[config.mk]
export PLATFORM = sky130hd
export DESIGN_NAME = operand_fetch_stage_flat
export DESIGN_NICKNAME = d
export VERILOG_FILES = /design/src/rtl/operand_fetch_stage_pkg.sv /design/src/rtl/operand_fetch_stage_if.sv /design/src/rtl/operand_fetch_stage_bypass.sv /design/src/rtl/operand_fetch_stage.sv /design/src/flat_wrapper.sv
export SDC_FILE = /design/constraint.sdc
export NUM_CORES = 1
export LEC_CHECK = 0
export BUFFER_PORTS_ARGS = -buffer_cell sky130_fd_sc_hd__buf_2
export CORE_ASPECT_RATIO = 0.7
export CORE_MARGIN = 1
export CORE_UTILIZATION = 35
export CTS_CLUSTER_DIAMETER = 50
export DETAILED_ROUTE_END_ITERATION = 16
export PLACE_DENSITY = 0.77
export SYNTH_ARGS = -nofsm -noshare
export SYNTH_HDL_FRONTEND = slang
export SYNTH_SLANG_ARGS = --single-unit
[constraint.sdc]
create_clock -name clk -period 1.9 [get_ports clk]
set_input_delay 0.285 -clock clk [delete_from_list [all_inputs] [get_ports clk]]
set_output_delay 0.285 -clock clk [all_outputs]
set_load 0.05 [all_outputs]
[src/rtl/operand_fetch_stage_pkg.sv]
// Shared constants and the execute-stage payload type for the operand fetch stage.
// Optional build macro used across these files: OF_STALL_CNT_EN (adds stall_cnt).
package operand_fetch_stage_pkg;

  localparam int DATA_W   = 16;
  localparam int ADDR_W   = 2;
  localparam int NUM_REGS = 4;

  typedef struct packed {
    logic [DATA_W-1:0] a;
    logic [DATA_W-1:0] b;
    logic [ADDR_W-1:0] rd;
    logic              reg_write;
    logic              is_load;
  } exec_pkt_t;

endpackage

[src/rtl/operand_fetch_stage_if.sv]
// Bus bundle between decode, register file, writeback, hazard unit and execute.
// stall_cnt exists only when OF_STALL_CNT_EN is defined.
// Handshake: a beat moves on either side only in a cycle where valid && ready are both high at the clock edge.
interface operand_fetch_stage_if;

  logic                                       in_valid;
  logic                                       in_ready;
  logic [operand_fetch_stage_pkg::ADDR_W-1:0] in_rs;
  logic [operand_fetch_stage_pkg::ADDR_W-1:0] in_rt;
  logic [operand_fetch_stage_pkg::ADDR_W-1:0] in_rd;
  logic [operand_fetch_stage_pkg::DATA_W-1:0] in_imm;
  logic                                       in_use_imm;
  logic                                       in_reg_write;
  logic                                       in_is_load;
  logic [operand_fetch_stage_pkg::ADDR_W-1:0] rf_addr_a;
  logic [operand_fetch_stage_pkg::ADDR_W-1:0] rf_addr_b;
  logic [operand_fetch_stage_pkg::DATA_W-1:0] rf_data_a;
  logic [operand_fetch_stage_pkg::DATA_W-1:0] rf_data_b;
  logic                                       wb_write;
  logic [operand_fetch_stage_pkg::ADDR_W-1:0] wb_addr;
  logic [operand_fetch_stage_pkg::DATA_W-1:0] wb_data;
  logic [operand_fetch_stage_pkg::NUM_REGS-1:0] hz_pend_mask;
  logic                                       flush;
  logic                                       out_valid;
  logic                                       out_ready;
  logic [operand_fetch_stage_pkg::DATA_W-1:0] out_a;
  logic [operand_fetch_stage_pkg::DATA_W-1:0] out_b;
  logic [operand_fetch_stage_pkg::ADDR_W-1:0] out_rd;
  logic                                       out_reg_write;
  logic                                       out_is_load;
`ifdef OF_STALL_CNT_EN
  logic [15:0]                                stall_cnt;
`endif

  modport slave (
`ifdef OF_STALL_CNT_EN
    output stall_cnt,
`endif
    input  in_valid, in_rs, in_rt, in_rd, in_imm, in_use_imm, in_reg_write, in_is_load,
    input  rf_data_a, rf_data_b, wb_write, wb_addr, wb_data, hz_pend_mask, flush, out_ready,
    output in_ready, rf_addr_a, rf_addr_b,
    output out_valid, out_a, out_b, out_rd, out_reg_write, out_is_load
  );

  modport master (
`ifdef OF_STALL_CNT_EN
    input  stall_cnt,
`endif
    output in_valid, in_rs, in_rt, in_rd, in_imm, in_use_imm, in_reg_write, in_is_load,
    output rf_data_a, rf_data_b, wb_write, wb_addr, wb_data, hz_pend_mask, flush, out_ready,
    input  in_ready, rf_addr_a, rf_addr_b,
    input  out_valid, out_a, out_b, out_rd, out_reg_write, out_is_load
  );

endinterface

[src/rtl/operand_fetch_stage_bypass.sv]
// Register-file vs same-cycle writeback select for one source operand.
// Needed because the RF write is clocked while its read is combinational.
module operand_bypass
  import operand_fetch_stage_pkg::*;
(
  input  logic [ADDR_W-1:0] src_addr,
  input  logic [DATA_W-1:0] rf_data,
  input  logic              wb_write,
  input  logic [ADDR_W-1:0] wb_addr,
  input  logic [DATA_W-1:0] wb_data,
  output logic [DATA_W-1:0] op_data
);

  assign op_data = (wb_write && (wb_addr == src_addr)) ? wb_data : rf_data;

endmodule

[src/rtl/operand_fetch_stage.sv]
// Operand fetch stage: RF addressing, writeback bypass, immediate select, hazard stall
// and a valid/ready register into execute. OF_STALL_CNT_EN adds a saturating stall counter.
module operand_fetch_stage
  import operand_fetch_stage_pkg::*;
(
  input logic            clk,
  input logic            reset_n,
  operand_fetch_stage_if.slave ofs
);

  logic [DATA_W-1:0] byp_a;
  logic [DATA_W-1:0] byp_b;
  logic [DATA_W-1:0] op_b;
  logic              hazard;
  logic              in_ready;
  logic              transfer;
  exec_pkt_t         out_pkt_d;
  exec_pkt_t         out_pkt_q;
  logic              out_valid_d;
  logic              out_valid_q;

  assign ofs.rf_addr_a = ofs.in_rs;
  assign ofs.rf_addr_b = ofs.in_rt;

  operand_bypass u_bypass_a (
    .src_addr (ofs.in_rs),
    .rf_data  (ofs.rf_data_a),
    .wb_write (ofs.wb_write),
    .wb_addr  (ofs.wb_addr),
    .wb_data  (ofs.wb_data),
    .op_data  (byp_a)
  );

  operand_bypass u_bypass_b (
    .src_addr (ofs.in_rt),
    .rf_data  (ofs.rf_data_b),
    .wb_write (ofs.wb_write),
    .wb_addr  (ofs.wb_addr),
    .wb_data  (ofs.wb_data),
    .op_data  (byp_b)
  );

  assign op_b = ofs.in_use_imm ? ofs.in_imm : byp_b;

  // rt is not a real source when the immediate replaces operand B.
  assign hazard   = ofs.in_valid &&
                    (ofs.hz_pend_mask[ofs.in_rs] || (!ofs.in_use_imm && ofs.hz_pend_mask[ofs.in_rt]));
  assign in_ready = reset_n && (!out_valid_q || ofs.out_ready) && !hazard && !ofs.flush;
  assign transfer = ofs.in_valid && in_ready;

  assign ofs.in_ready = in_ready;

  always_comb begin
    out_pkt_d   = out_pkt_q;
    out_valid_d = out_valid_q;
    if (ofs.flush) begin
      out_valid_d = 1'b0;
    end else if (transfer) begin
      out_valid_d         = 1'b1;
      out_pkt_d.a         = byp_a;
      out_pkt_d.b         = op_b;
      out_pkt_d.rd        = ofs.in_rd;
      out_pkt_d.reg_write = ofs.in_reg_write;
      out_pkt_d.is_load   = ofs.in_is_load;
    end else if (ofs.out_ready) begin
      out_valid_d = 1'b0;
    end
  end

  always_ff @(posedge clk) begin
    if (!reset_n) begin
      out_valid_q <= 1'b0;
      out_pkt_q   <= '0;
    end else begin
      out_valid_q <= out_valid_d;
      out_pkt_q   <= out_pkt_d;
    end
  end

  assign ofs.out_valid     = out_valid_q;
  assign ofs.out_a         = out_pkt_q.a;
  assign ofs.out_b         = out_pkt_q.b;
  assign ofs.out_rd        = out_pkt_q.rd;
  assign ofs.out_reg_write = out_pkt_q.reg_write;
  assign ofs.out_is_load   = out_pkt_q.is_load;

`ifdef OF_STALL_CNT_EN
  logic [15:0] stall_cnt_d;
  logic [15:0] stall_cnt_q;

  always_comb begin
    stall_cnt_d = stall_cnt_q;
    if (ofs.in_valid && !in_ready && !ofs.flush && (stall_cnt_q != 16'hFFFF)) begin
      stall_cnt_d = stall_cnt_q + 16'd1;
    end
  end

  always_ff @(posedge clk) begin
    if (!reset_n) begin
      stall_cnt_q <= 16'd0;
    end else begin
      stall_cnt_q <= stall_cnt_d;
    end
  end

  assign ofs.stall_cnt = stall_cnt_q;
`endif

endmodule

[src/flat_wrapper.sv]
// flat-port wrapper written by rule: the top's interface ports become plain ports
module operand_fetch_stage_flat import operand_fetch_stage_pkg::*;
  (clk, reset_n, ofs_in_valid, ofs_in_rs, ofs_in_rt, ofs_in_rd, ofs_in_imm, ofs_in_use_imm, ofs_in_reg_write, ofs_in_is_load, ofs_rf_data_a, ofs_rf_data_b, ofs_wb_write, ofs_wb_addr, ofs_wb_data, ofs_hz_pend_mask, ofs_flush, ofs_out_ready, ofs_in_ready, ofs_rf_addr_a, ofs_rf_addr_b, ofs_out_valid, ofs_out_a, ofs_out_b, ofs_out_rd, ofs_out_reg_write, ofs_out_is_load);
  operand_fetch_stage_if ofs_i ();
  input logic clk;
  input logic reset_n;
  input wire logic [$bits(ofs_i.in_valid)-1:0] ofs_in_valid;
  input wire logic [$bits(ofs_i.in_rs)-1:0] ofs_in_rs;
  input wire logic [$bits(ofs_i.in_rt)-1:0] ofs_in_rt;
  input wire logic [$bits(ofs_i.in_rd)-1:0] ofs_in_rd;
  input wire logic [$bits(ofs_i.in_imm)-1:0] ofs_in_imm;
  input wire logic [$bits(ofs_i.in_use_imm)-1:0] ofs_in_use_imm;
  input wire logic [$bits(ofs_i.in_reg_write)-1:0] ofs_in_reg_write;
  input wire logic [$bits(ofs_i.in_is_load)-1:0] ofs_in_is_load;
  input wire logic [$bits(ofs_i.rf_data_a)-1:0] ofs_rf_data_a;
  input wire logic [$bits(ofs_i.rf_data_b)-1:0] ofs_rf_data_b;
  input wire logic [$bits(ofs_i.wb_write)-1:0] ofs_wb_write;
  input wire logic [$bits(ofs_i.wb_addr)-1:0] ofs_wb_addr;
  input wire logic [$bits(ofs_i.wb_data)-1:0] ofs_wb_data;
  input wire logic [$bits(ofs_i.hz_pend_mask)-1:0] ofs_hz_pend_mask;
  input wire logic [$bits(ofs_i.flush)-1:0] ofs_flush;
  input wire logic [$bits(ofs_i.out_ready)-1:0] ofs_out_ready;
  output wire logic [$bits(ofs_i.in_ready)-1:0] ofs_in_ready;
  output wire logic [$bits(ofs_i.rf_addr_a)-1:0] ofs_rf_addr_a;
  output wire logic [$bits(ofs_i.rf_addr_b)-1:0] ofs_rf_addr_b;
  output wire logic [$bits(ofs_i.out_valid)-1:0] ofs_out_valid;
  output wire logic [$bits(ofs_i.out_a)-1:0] ofs_out_a;
  output wire logic [$bits(ofs_i.out_b)-1:0] ofs_out_b;
  output wire logic [$bits(ofs_i.out_rd)-1:0] ofs_out_rd;
  output wire logic [$bits(ofs_i.out_reg_write)-1:0] ofs_out_reg_write;
  output wire logic [$bits(ofs_i.out_is_load)-1:0] ofs_out_is_load;
  assign ofs_i.in_valid = ofs_in_valid;
  assign ofs_i.in_rs = ofs_in_rs;
  assign ofs_i.in_rt = ofs_in_rt;
  assign ofs_i.in_rd = ofs_in_rd;
  assign ofs_i.in_imm = ofs_in_imm;
  assign ofs_i.in_use_imm = ofs_in_use_imm;
  assign ofs_i.in_reg_write = ofs_in_reg_write;
  assign ofs_i.in_is_load = ofs_in_is_load;
  assign ofs_i.rf_data_a = ofs_rf_data_a;
  assign ofs_i.rf_data_b = ofs_rf_data_b;
  assign ofs_i.wb_write = ofs_wb_write;
  assign ofs_i.wb_addr = ofs_wb_addr;
  assign ofs_i.wb_data = ofs_wb_data;
  assign ofs_i.hz_pend_mask = ofs_hz_pend_mask;
  assign ofs_i.flush = ofs_flush;
  assign ofs_i.out_ready = ofs_out_ready;
  assign ofs_in_ready = ofs_i.in_ready;
  assign ofs_rf_addr_a = ofs_i.rf_addr_a;
  assign ofs_rf_addr_b = ofs_i.rf_addr_b;
  assign ofs_out_valid = ofs_i.out_valid;
  assign ofs_out_a = ofs_i.out_a;
  assign ofs_out_b = ofs_i.out_b;
  assign ofs_out_rd = ofs_i.out_rd;
  assign ofs_out_reg_write = ofs_i.out_reg_write;
  assign ofs_out_is_load = ofs_i.out_is_load;
  operand_fetch_stage u_core (.clk(clk), .reset_n(reset_n), .ofs(ofs_i));
endmodule
==> out/metrics.yaml <==
status:
  status: "completed"
critical_path:
  path_max_fanout: 5
  start_kind: "primary input"
  worstPathRequired_ns: 1.62
  slowest_delay_ns: 0.48
  worstPathCellList: "buf_2 > mux4_2 > a21o_1 > a21oi_4 > buf_2"
  worstPathArrival_ns: 1.56
  critical_path_class: "in -> out"
  crit_top_cell: "buf_2"
  critPathTopFamily: "multiplexers"
  critPathBufInv: 2
  crit_path_top_delay_cell: "mux4_2"
  critPathCaptureType: "output port"
synth:
  syn-cell-area_um2: 2070
  synth_top_area_cell: "dfxtp_1"
  ys_ff_latch: 37
  synth-main-ff-cell: "dfxtp_1"
  synth_enable_flop_cells: 0
  synth-seq-area-share: 0.357
  synth_top_area_frac: 0.357
  syn_nets: 324
  synth_warnings: 0
  synth_cell_types: 25
  syn_avg_cell_area_um2: 8.68
  async_flop_share: 0
  syn_inst: 239
  synth_area_leaders: "dfxtp_1, o211ai_1, mux2i_1"
layout:
  drive_above_1_share: 0.450
  fillerInstances: 578
  regArea_um2: 741
  multiInputGateArea_um2: 1170
  diodes: 0
  final_cell_area_um2: 2890
  syn2layout_area_growth_pct: 39.5
  fin_nets: 444
timing:
  clock_skew_ns: 0.00193
  post-route-period-util: 0.971
  maxSlewViolCount: 0
  tightest_slew_ns: 0.395
  fmax_mhz: 542
  whs_ns: 0.238
  finalCriticalPeriod_ns: 1.84
  hold_viol: 0
  rsz0062_at_grt: "false"
  relSlewSlack: 0.737
  setup_viol: 0
place:
  dp_hpwl_mm: 5.10
  gp_congestion: 0.797
  place_area_um2: 2780
  placement.io_buffers: 126
global_routing:
  overflow: 0
  grt_max_degree: 37
  first_global_vias: 2042
  grt_pass1_wl_mm: 10.0
  antenna_found_initial: 0
  grtUsageTotal: 0.210
clock_network:
  insertion_delay_ns: 0.28
  numCtsBuffers: 5
  clk_path_buf_depth: 2
  clk_pin_slew_ns: 0.07
  cts.repair.resized: 0
  cts_max_level: 2
  cts_tree: "built"
  cts_num_sinks: 37
  post_cts_buffers: 0
  cts.root.buffer_cell: "clkbuf_8"
  hold_buffers: 0
drt:
  drt_wl_total_mm: 6.61
  firstDrtPassIters: 4
  wl_per_cell_um: 15.2
  via_per_inst: 5.13
  final_antenna_net_count: 0
  vias: 2230
  drc: 0
  drtIter0Drc: 117
floorplan:
  core_um2: 5730
  die_w_um: 94.0
  die_area_um2: 6240
  fp-row-count: 23
  initial_core_util: 0.362
  die_y_um: 66.4
  pin_count: 127
power_and_ir_drop:
  powerDensity_nw_per_um2: 716
  peakVddDrop_mv: 0.411
  leakage_uw: 0.00146
worst_hold_path:
  hold_path.class: "in -> reg"
job:
  maxCapViolations: 0
per-layer routing:
metal / vias to the layer above / wire length, µm / GRT usage
li1: 1121 / - / -
met4: 0 / 88 / 0.0538
met2: 80 / 2900 / 0.319
met3: 10 / 448 / 0.0575
met5: - / 0 / 0
met1: 1019 / 3180 / 0.292
power by group:
group	internal (µW)	switching [µW]
Combinational	192	355
Sequential	807	16.4
Clock	428	273
per-stage QoR:
stage	utilization	std cells	TNS, ns	total power (µW)	worst slack (ns)
final	0.505	435	0	2070	0.0557
after global routing	0.505	435	0	2180	0.00419
after CTS	0.505	435	0	2100	0.0466
after detailed placement	0.485	427	-0.749	1390	-0.0984
after global placement	0.485	427	-0.377	1380	-0.0276
after floorplan	-	239	0	1190	0.0414
sequential cells by signal (all words and copies together) (netlist names):
name / flops
u_core.ofs.out_reg_write: 1
u_core.ofs.out_a: 16
u_core.ofs.out_is_load: 1
u_core.ofs.out_rd: 2
u_core.ofs.out_valid: 1
u_core.ofs.out_b: 16
layout make-up:
type | instances | area share
flip-flops and latches | 37 | 0.256
clock inverters | 1 | 0.0104
inverters | 5 | 0.00649
multi-input cells | 168 | 0.406
well taps | 75 | 0.0324
repair buffers | 142 | 0.259
clock buffers | 7 | 0.0298
worst paths after layout:
check                                       startpoint                     end  slack (ns)  cells past startpoint
worst max-delay path                      ofs_in_rt[0]            ofs_in_ready        0.06                      5
worst min-delay path                    ofs_in_is_load  u_core.ofs.out_is_load        0.24                      3
worst max register to register    u_core.ofs.out_valid     u_core.ofs.out_b[5]        0.55                      5
worst min register to register  u_core.ofs.out_is_load  u_core.ofs.out_is_load        0.46                      2
tightest hold or removal path, delay by kind of cell:
kind	cells	cell delay [ns]
buffers and inverters	2	0.14
multiplexers	1	0.05
kinds of logic after synthesis:
| logic type | after synthesis | share of synthesized area |
|---|---|---|
| flip-flops | 37 | 0.357 |
| AO/OA/AOI/OAI | 99 | 0.340 |
| XOR/XNOR | 4 | 0.0169 |
| multiplexers | 22 | 0.118 |
| AND/OR/NAND/NOR | 43 | 0.0851 |
| buffers and inverters | 34 | 0.0826 |
cell usage after synthesis, types with 2 or more instances:
cell	number
mux4_2	2
dfxtp_1	37
a21oi_1	17
o31ai_2	9
o31ai_1	23
inv_1	5
nand3_1	2
nor2_1	16
xor2_1	2
o211ai_1	32
nand2_1	21
o21ai_0	16
buf_4	5
clkbuf_1	19
mux2i_1	20
buf_6	3
xnor2_1	2
placed cells by master, fill, tap and decap left out, types with 5 or more instances in the layout:
cell	instances
buf_2	126
o31ai_2	9
dfxtp_1	37
a21oi_1	16
clkbuf_8	6
o211ai_1	32
nor2_1	16
nand2_1	21
buf_4	16
o31ai_1	23
mux2i_1	20
inv_1	5
o21ai_0	16
Note: power is estimated with default switching activity, not from simulation.
